### src/rtl/i2c_pkg.sv
// Shared state encodings and parameter defaults for the two-client I2C master arbiter.
package i2c_pkg;

  typedef enum logic [2:0] {
    ST_IDLE   = 3'd0,
    ST_ARB    = 3'd1,
    ST_LAUNCH = 3'd2,
    ST_RUN    = 3'd3,
    ST_GUARD  = 3'd4
  } state_t;

  localparam int HOLD_CYC_DEF    = 256;
  localparam int GUARD_CYC_DEF   = 1024;
  localparam int TIMEOUT_CYC_DEF = 1048576;

  // Cycles between a tx_next pulse and re-latching the client's write byte.
  localparam int TXD_DLY = 32;

  function automatic int max3(input int a, input int b, input int c);
    int m;
    m = (a > b) ? a : b;
    return (m > c) ? m : c;
  endfunction

endpackage

### src/rtl/sync_edge.sv
// Two-flop synchronizer for an SCL-domain level, followed by a rising-edge detector.
module sync_edge (
  input  logic clk_50,
  input  logic reset_n,
  input  logic din,
  output logic rise
);

  logic s1, s2, s3;

  always_ff @(posedge clk_50 or negedge reset_n) begin
    if (!reset_n) begin
      s1 <= 1'b0;
      s2 <= 1'b0;
      s3 <= 1'b0;
    end else begin
      s1 <= din;
      s2 <= s1;
      s3 <= s2;
    end
  end

  assign rise = s2 & ~s3;

endmodule

### src/rtl/i2c_arbiter.sv
// Arbitrates two clients onto one I2C master: round-robin grant, request launch,
// per-byte handshakes, timeout and a guard interval for the stop condition.
module i2c_arbiter
  import i2c_pkg::*;
#(
  parameter int HOLD_CYC    = HOLD_CYC_DEF,
  parameter int GUARD_CYC   = GUARD_CYC_DEF,
  parameter int TIMEOUT_CYC = TIMEOUT_CYC_DEF
) (
  input  logic       clk_50,
  input  logic       reset_n,
  input  logic       c0_req,
  input  logic       c0_wr,
  input  logic [7:0] c0_len,
  input  logic [6:0] c0_addr,
  input  logic [7:0] c0_subaddr,
  input  logic [7:0] c0_txdata,
  output logic       c0_gnt,
  output logic       c0_tx_next,
  output logic       c0_rx_valid,
  output logic [7:0] c0_rxdata,
  output logic       c0_done,
  output logic       c0_err,
  input  logic       c1_req,
  input  logic       c1_wr,
  input  logic [7:0] c1_len,
  input  logic [6:0] c1_addr,
  input  logic [7:0] c1_subaddr,
  input  logic [7:0] c1_txdata,
  output logic       c1_gnt,
  output logic       c1_tx_next,
  output logic       c1_rx_valid,
  output logic [7:0] c1_rxdata,
  output logic       c1_done,
  output logic       c1_err,
  output logic       m_request,
  output logic       m_wr,
  output logic [7:0] m_length,
  output logic [6:0] m_address,
  output logic [7:0] m_sub_address,
  output logic [7:0] m_txreg,
  input  logic [7:0] m_rxreg,
  input  logic       m_de,
  input  logic       m_error,
  output logic [2:0] dbg_state
);

  localparam int TMAX = max3(HOLD_CYC, GUARD_CYC, TIMEOUT_CYC);
  localparam int TW   = $clog2(TMAX + 1);
  localparam logic [TW-1:0] HOLD_END    = TW'(HOLD_CYC - 1);
  localparam logic [TW-1:0] GUARD_END   = TW'(GUARD_CYC - 1);
  localparam logic [TW-1:0] TIMEOUT_END = TW'(TIMEOUT_CYC - 1);

  state_t        state;
  logic          owner;
  logic          last_gnt;
  logic          pick;
  logic [TW-1:0] timer;
  logic [TW-1:0] timer_nxt;
  logic [7:0]    byte_cnt;
  logic [7:0]    byte_cnt_nxt;
  logic          err_flag;
  logic [5:0]    txd_cnt;
  logic          txd_pend;
  logic [1:0]    gnt, tx_next, rx_valid, done, err;
  logic [7:0]    rxdata0, rxdata1;
  logic          de_rise, error_rise;

  sync_edge u_de_sync (
    .clk_50  (clk_50),
    .reset_n (reset_n),
    .din     (m_de),
    .rise    (de_rise)
  );

  sync_edge u_err_sync (
    .clk_50  (clk_50),
    .reset_n (reset_n),
    .din     (m_error),
    .rise    (error_rise)
  );

  // With both clients requesting, serve the one not granted last.
  always_comb begin
    pick = c1_req & ~c0_req;
    if (c0_req && c1_req) pick = ~last_gnt;
  end

  assign timer_nxt    = (timer == '1) ? timer : timer + 1'b1;
  assign byte_cnt_nxt = (byte_cnt == 8'hFF) ? byte_cnt : byte_cnt + 8'd1;

  always_ff @(posedge clk_50 or negedge reset_n) begin
    if (!reset_n) begin
      state         <= ST_IDLE;
      owner         <= 1'b0;
      last_gnt      <= 1'b1;
      timer         <= '0;
      byte_cnt      <= '0;
      err_flag      <= 1'b0;
      txd_cnt       <= '0;
      txd_pend      <= 1'b0;
      gnt           <= '0;
      tx_next       <= '0;
      rx_valid      <= '0;
      done          <= '0;
      err           <= '0;
      rxdata0       <= '0;
      rxdata1       <= '0;
      m_request     <= 1'b0;
      m_wr          <= 1'b0;
      m_length      <= '0;
      m_address     <= '0;
      m_sub_address <= '0;
      m_txreg       <= '0;
    end else begin
      tx_next  <= '0;
      rx_valid <= '0;
      done     <= '0;
      err      <= '0;

      if (txd_pend) begin
        if (txd_cnt == 6'(TXD_DLY - 1)) begin
          txd_pend <= 1'b0;
          m_txreg  <= owner ? c1_txdata : c0_txdata;
        end else begin
          txd_cnt <= txd_cnt + 6'd1;
        end
      end

      if (error_rise && (state == ST_LAUNCH || state == ST_RUN)) err_flag <= 1'b1;

      case (state)
        ST_IDLE: begin
          if (c0_req || c1_req) state <= ST_ARB;
        end

        ST_ARB: begin
          if (!(c0_req || c1_req)) begin
            state <= ST_IDLE;
          end else begin
            owner         <= pick;
            last_gnt      <= pick;
            gnt           <= pick ? 2'b10 : 2'b01;
            m_wr          <= pick ? c1_wr : c0_wr;
            m_length      <= pick ? c1_len : c0_len;
            m_address     <= pick ? c1_addr : c0_addr;
            m_sub_address <= pick ? c1_subaddr : c0_subaddr;
            m_txreg       <= pick ? c1_txdata : c0_txdata;
            txd_pend      <= 1'b0;
            byte_cnt      <= '0;
            err_flag      <= 1'b0;
            timer         <= '0;
            if ((pick ? c1_len : c0_len) == 8'd0) begin
              state      <= ST_GUARD;
              done[pick] <= 1'b1;
              err[pick]  <= 1'b1;
            end else begin
              state     <= ST_LAUNCH;
              m_request <= 1'b1;
            end
          end
        end

        ST_LAUNCH: begin
          if (timer == HOLD_END) begin
            m_request <= 1'b0;
            timer     <= '0;
            state     <= ST_RUN;
          end else begin
            timer <= timer_nxt;
          end
        end

        ST_RUN: begin
          if (byte_cnt == m_length) begin
            state       <= ST_GUARD;
            timer       <= '0;
            done[owner] <= 1'b1;
            err[owner]  <= err_flag;
          end else if (timer == TIMEOUT_END) begin
            state       <= ST_GUARD;
            timer       <= '0;
            done[owner] <= 1'b1;
            err[owner]  <= 1'b1;
          end else if (de_rise) begin
            byte_cnt <= byte_cnt_nxt;
            timer    <= '0;
            if (m_wr) begin
              // The final byte needs no follow-up data from the client.
              if (byte_cnt_nxt != m_length) begin
                tx_next[owner] <= 1'b1;
                txd_pend       <= 1'b1;
                txd_cnt        <= '0;
              end
            end else begin
              rx_valid[owner] <= 1'b1;
              if (owner) rxdata1 <= m_rxreg;
              else       rxdata0 <= m_rxreg;
            end
          end else begin
            timer <= timer_nxt;
          end
        end

        ST_GUARD: begin
          if (timer == GUARD_END) begin
            state <= ST_IDLE;
            gnt   <= '0;
          end else begin
            timer <= timer_nxt;
          end
        end

        default: state <= ST_IDLE;
      endcase
    end
  end

  assign c0_gnt      = gnt[0];
  assign c1_gnt      = gnt[1];
  assign c0_tx_next  = tx_next[0];
  assign c1_tx_next  = tx_next[1];
  assign c0_rx_valid = rx_valid[0];
  assign c1_rx_valid = rx_valid[1];
  assign c0_done     = done[0];
  assign c1_done     = done[1];
  assign c0_err      = err[0];
  assign c1_err      = err[1];
  assign c0_rxdata   = rxdata0;
  assign c1_rxdata   = rxdata1;
  assign dbg_state   = state;

endmodule

### config.mk
export PLATFORM = sky130hd
export DESIGN_NAME = i2c_arbiter
export DESIGN_NICKNAME = d
export VERILOG_FILES = /design/src/rtl/i2c_pkg.sv /design/src/rtl/sync_edge.sv /design/src/rtl/i2c_arbiter.sv
export SDC_FILE = /design/constraint.sdc
export NUM_CORES = 1
export LEC_CHECK = 0
export CAP_MARGIN = 40
export CORE_ASPECT_RATIO = 1.5
export CORE_MARGIN = 3
export CORE_UTILIZATION = 50
export CTS_BUF_LIST = sky130_fd_sc_hd__clkbuf_4 sky130_fd_sc_hd__clkbuf_8
export DETAILED_ROUTE_END_ITERATION = 8
export PLACE_DENSITY = 0.87
export SLEW_MARGIN = 10
export SYNTH_ARGS = -nofsm -noshare
export SYNTH_HDL_FRONTEND = slang
export SYNTH_HIERARCHICAL = 1
export SYNTH_SLANG_ARGS = --single-unit
### constraint.sdc
create_clock -name clk_50 -period 4.3 [get_ports clk_50]
set_input_delay 0.645 -clock clk_50 [delete_from_list [all_inputs] [get_ports clk_50]]
set_output_delay 0.645 -clock clk_50 [all_outputs]
set_load 0.01 [all_outputs]
==> summary.md <==
| Metric | Value |
|---|---|
| Status | `finished, final reports clean` |
| Endpoints failing hold | `0` |
| Num ports | `140` |
| P&R area growth vs syn | `30.3%` |
| Setup CP Type | `flop to flop` |
| Setup violators final | `0` |
| First-pass GRT wire length | `24000 um` |
| Net Sw Power | `1.52 mW` |
| Clk buf depth | `2` |
| Detailed Route WL | `15200 um` |
| Met3 WL | `768 um` |
| Core footprint | `0.0108 mm^2` |
| Main synth FF type | `dfrtp_1` |
| Highest metal used | `met4` |
| Max FO, Critical Path | `10` |
| Clock skew | `0.0145 ns` |
| Overall power | `4.06 mW` |
| Area of the multi-input gates | `0.00280 mm^2` |
| Layout cells sized above 1 | `0.0967` |
| Placer congestion estimate | `0.872` |
| Setup TNS | `0 ns` |
| IO buf count | `139` |
| Clk_lat worst skew | `0.37 ns` |
| P_leak | `3.04 nW` |
| Internal power | `2.54 mW` |
| Initial antenna violation count | `0` |
| Met2 WL | `8390 um` |
| Worst-path clk slew | `0.11 ns` |
| Largest net degree at the start of global routing | `63` |
| Initial DRC Count | `381` |
| Root Driver | `clkbuf_8` |
| Worst-Margin Slew | `0.813 ns` |
| Synth Instances | `560` |
| Setup WS post-layout | `1.48 ns` |
| Cell Area, Synth | `0.00564 mm^2` |
| Die Span Y | `136 um` |
| CTS H-tree lvls | `3` |
| Gr ovfl total | `0` |
| Worst Path Arrival | `3.07 ns` |
| Rows | `46` |
| Distinct cell type count after synthesis | `72` |
| Synthesis-stage register bit count | `107` |
| Resize count post-CTS | `0` |
| FF/Latch Area | `0.00268 mm^2` |
| Sequential fraction of the synthesis area | `0.475` |
| CP required | `4.55 ns` |
| Vias | `4872` |
| Startpoint types | `flop` |
| Diode count | `0` |
| Pins Over Slew Limit | `0` |
| Max-cap viol count | `0` |
| Die area | `0.0126 mm^2` |
| CTS tree | `built` |
| HPWL Detailed | `11500 um` |
| Synthesized Nets | `641` |
| Fin crit period | `2.82 ns` |
| Dpl ws | `1.49 ns` |
| Hold crit path type | `input port to async pin` |
| Synth warn | `6` |
| Tot GR Track Use | `0.240` |
| Vias in the first global route | `4726` |
| Fillers | `820` |
| TritonCTS buffer count | `9` |
| Pre-Repair DR Iteration Count | `5` |
| Clock power frac | `0.145` |
| Post-CTS Setup Bufs | `0` |
| Mean Syn Cell Area | `10.1 um^2` |
| Asr flop ratio synth | `1.00` |
| Switch share | `0.375` |
| Nets | `769` |
| Worst VDD drop | `0.000326 V` |
| P per Cell Area | `552 mW/mm^2` |
| Die Span X | `92.7 um` |
| Rel. slew slack | `0.458` |
| Avg WL per Cell | `18.2 um` |
| Vias/cell | `5.82` |
| Sequential group share of total power | `0.413` |
| Worst setup EP type | `flop` |
| Post-Place Cell Area | `0.00716 mm^2` |
| Cell area after layout | `0.00735 mm^2` |
| Initial core utilization | `0.524` |
| Combinational Power Share | `0.442` |
| # clock sinks | `107` |
| Max Freq | `355 MHz` |
| Fin crit share | `0.655` |
| Post-synth EDFFs | `0` |
| Met1 wire length | `5790 um` |
| Cts-stage hold buffer count | `0` |
| Detail Route Antenna Nets | `0` |
| Drt drc | `0` |
| RSZ-0062 raised after global routing | `false` |
[critical path: stages, from the launching register on]
cell and delay (ns):
dfrtp_1 0.42, ha_1 0.24, and4_1 0.27, nand3_2 0.21, or4_4 0.60, nand2b_4 0.14, or3_1 0.47, mux2_4 0.35
[per-layer routing]
| layer | GRT usage | vias up |
|---|---|---|
| met5 | 0 | - |
| met4 | 0.0595 | 0 |
| met3 | 0.0338 | 35 |
| met2 | 0.464 | 179 |
| met1 | 0.275 | 2378 |
| li1 | - | 2280 |
[cells by family after synthesis]
family / count (synthesis) / share of synthesized area
and+or+nand+nor: 202 / 0.189
AOI/OAI and AO/OA: 118 / 0.133
DFF: 107 / 0.475
muxes: 60 / 0.116
buffers and inverters: 39 / 0.0320
xor gates and xnor gates: 31 / 0.0482
adders and majority gates: 3 / 0.00666
[flip-flops by register name (all words and copies together), names as in the netlist, 2 cells and up]
signal and count:
m_sub_address 8, c1_rxdata 8, m_address 7, done 2, timer 21, m_txreg 8, rx_valid 2, c0_rxdata 8
tx_next 2, dbg_state 3, byte_cnt 8, m_length 8, err 2, txd_cnt 6, gnt 2
[cells in the mapped netlist (9+ instances only)]
library cell | n | area (um^2)
clkbuf_1 | 17 | 63.8
o211ai_1 | 10 | 75.1
nand2_1 | 53 | 199
mux2i_1 | 42 | 420
nor3_1 | 21 | 105
mux2_2 | 10 | 113
nor4_1 | 15 | 93.8
nand3_1 | 13 | 65.1
and3_1 | 9 | 56.3
o21ai_0 | 46 | 230
xnor2_1 | 26 | 228
a21oi_1 | 20 | 100
nor2_1 | 41 | 154
dfrtp_1 | 106 | 2650
[path summary, 6_finish.rpt]
| check | start | endpoint | slack [ns] | cells after the start |
|---|---|---|---|---|
| worst max-delay path | timer[0]$_DFFE_PN0P_ | c0_rxdata[1]$_DFFE_PN0P_ | 1.48 | 7 |
| worst min-delay path | reset_n | m_address[4]$_DFFE_PN0P_ | 0.20 | 1 |
| worst max register to register | timer[0]$_DFFE_PN0P_ | c0_rxdata[1]$_DFFE_PN0P_ | 1.48 | 7 |
| worst min register to register | u_err_sync/s1$_DFF_PN0_ | u_err_sync/s2$_DFF_PN0_ | 0.36 | 0 |
| max in group asynchronous | reset_n | txd_cnt[1]$_DFF_PN0_ | 3.29 | 2 |
| min in group clk_50 | u_err_sync/s1$_DFF_PN0_ | u_err_sync/s2$_DFF_PN0_ | 0.36 | 0 |
[layout by cell type (no fill, tap or decap), types with 11 or more instances in the layout]
cell and instances:
clkdlybuf4s50_1 138, dfrtp_1 106, nand2_1 53, o21ai_0 46, mux2i_1 42, nor2_1 41
xnor2_1 26, nor3_1 21, a21oi_1 20, nor4_1 15, nand3_1 13, clkbuf_8 11
[per-stage QoR]
stage / hold slack (ns) / util / std cells
4_1_cts: 0.199 / 0.683 / 837
5_1_grt: 0.217 / 0.683 / 837
6_report: 0.200 / 0.683 / 837
3_3_place_gp: 0.337 / 0.662 / 818
3_5_place_dp: 0.336 / 0.665 / 821
2_1_floorplan: 0.331 / - / 560
[power groups by stage]
stage                     Sequential (mW)  Clock, mW  Combinational [mW]
after global routing                 1.72      0.638                1.94
after floorplan                      1.67          0               0.945
after CTS                            1.67      0.601                1.79
final                                1.68      0.588                1.79
after global placement               1.66          0                1.71
after detailed placement             1.69          0                1.78
[final cells by class]
type	instances	share of cell area
clock buffer	11	0.0206
clock inverter	5	0.00511
inverter	8	0.00409
multi-input combinational	414	0.381
sequential	107	0.365
tap	144	0.0245
timing repair buffer	148	0.200
Power figures use the tool's default switching activity.
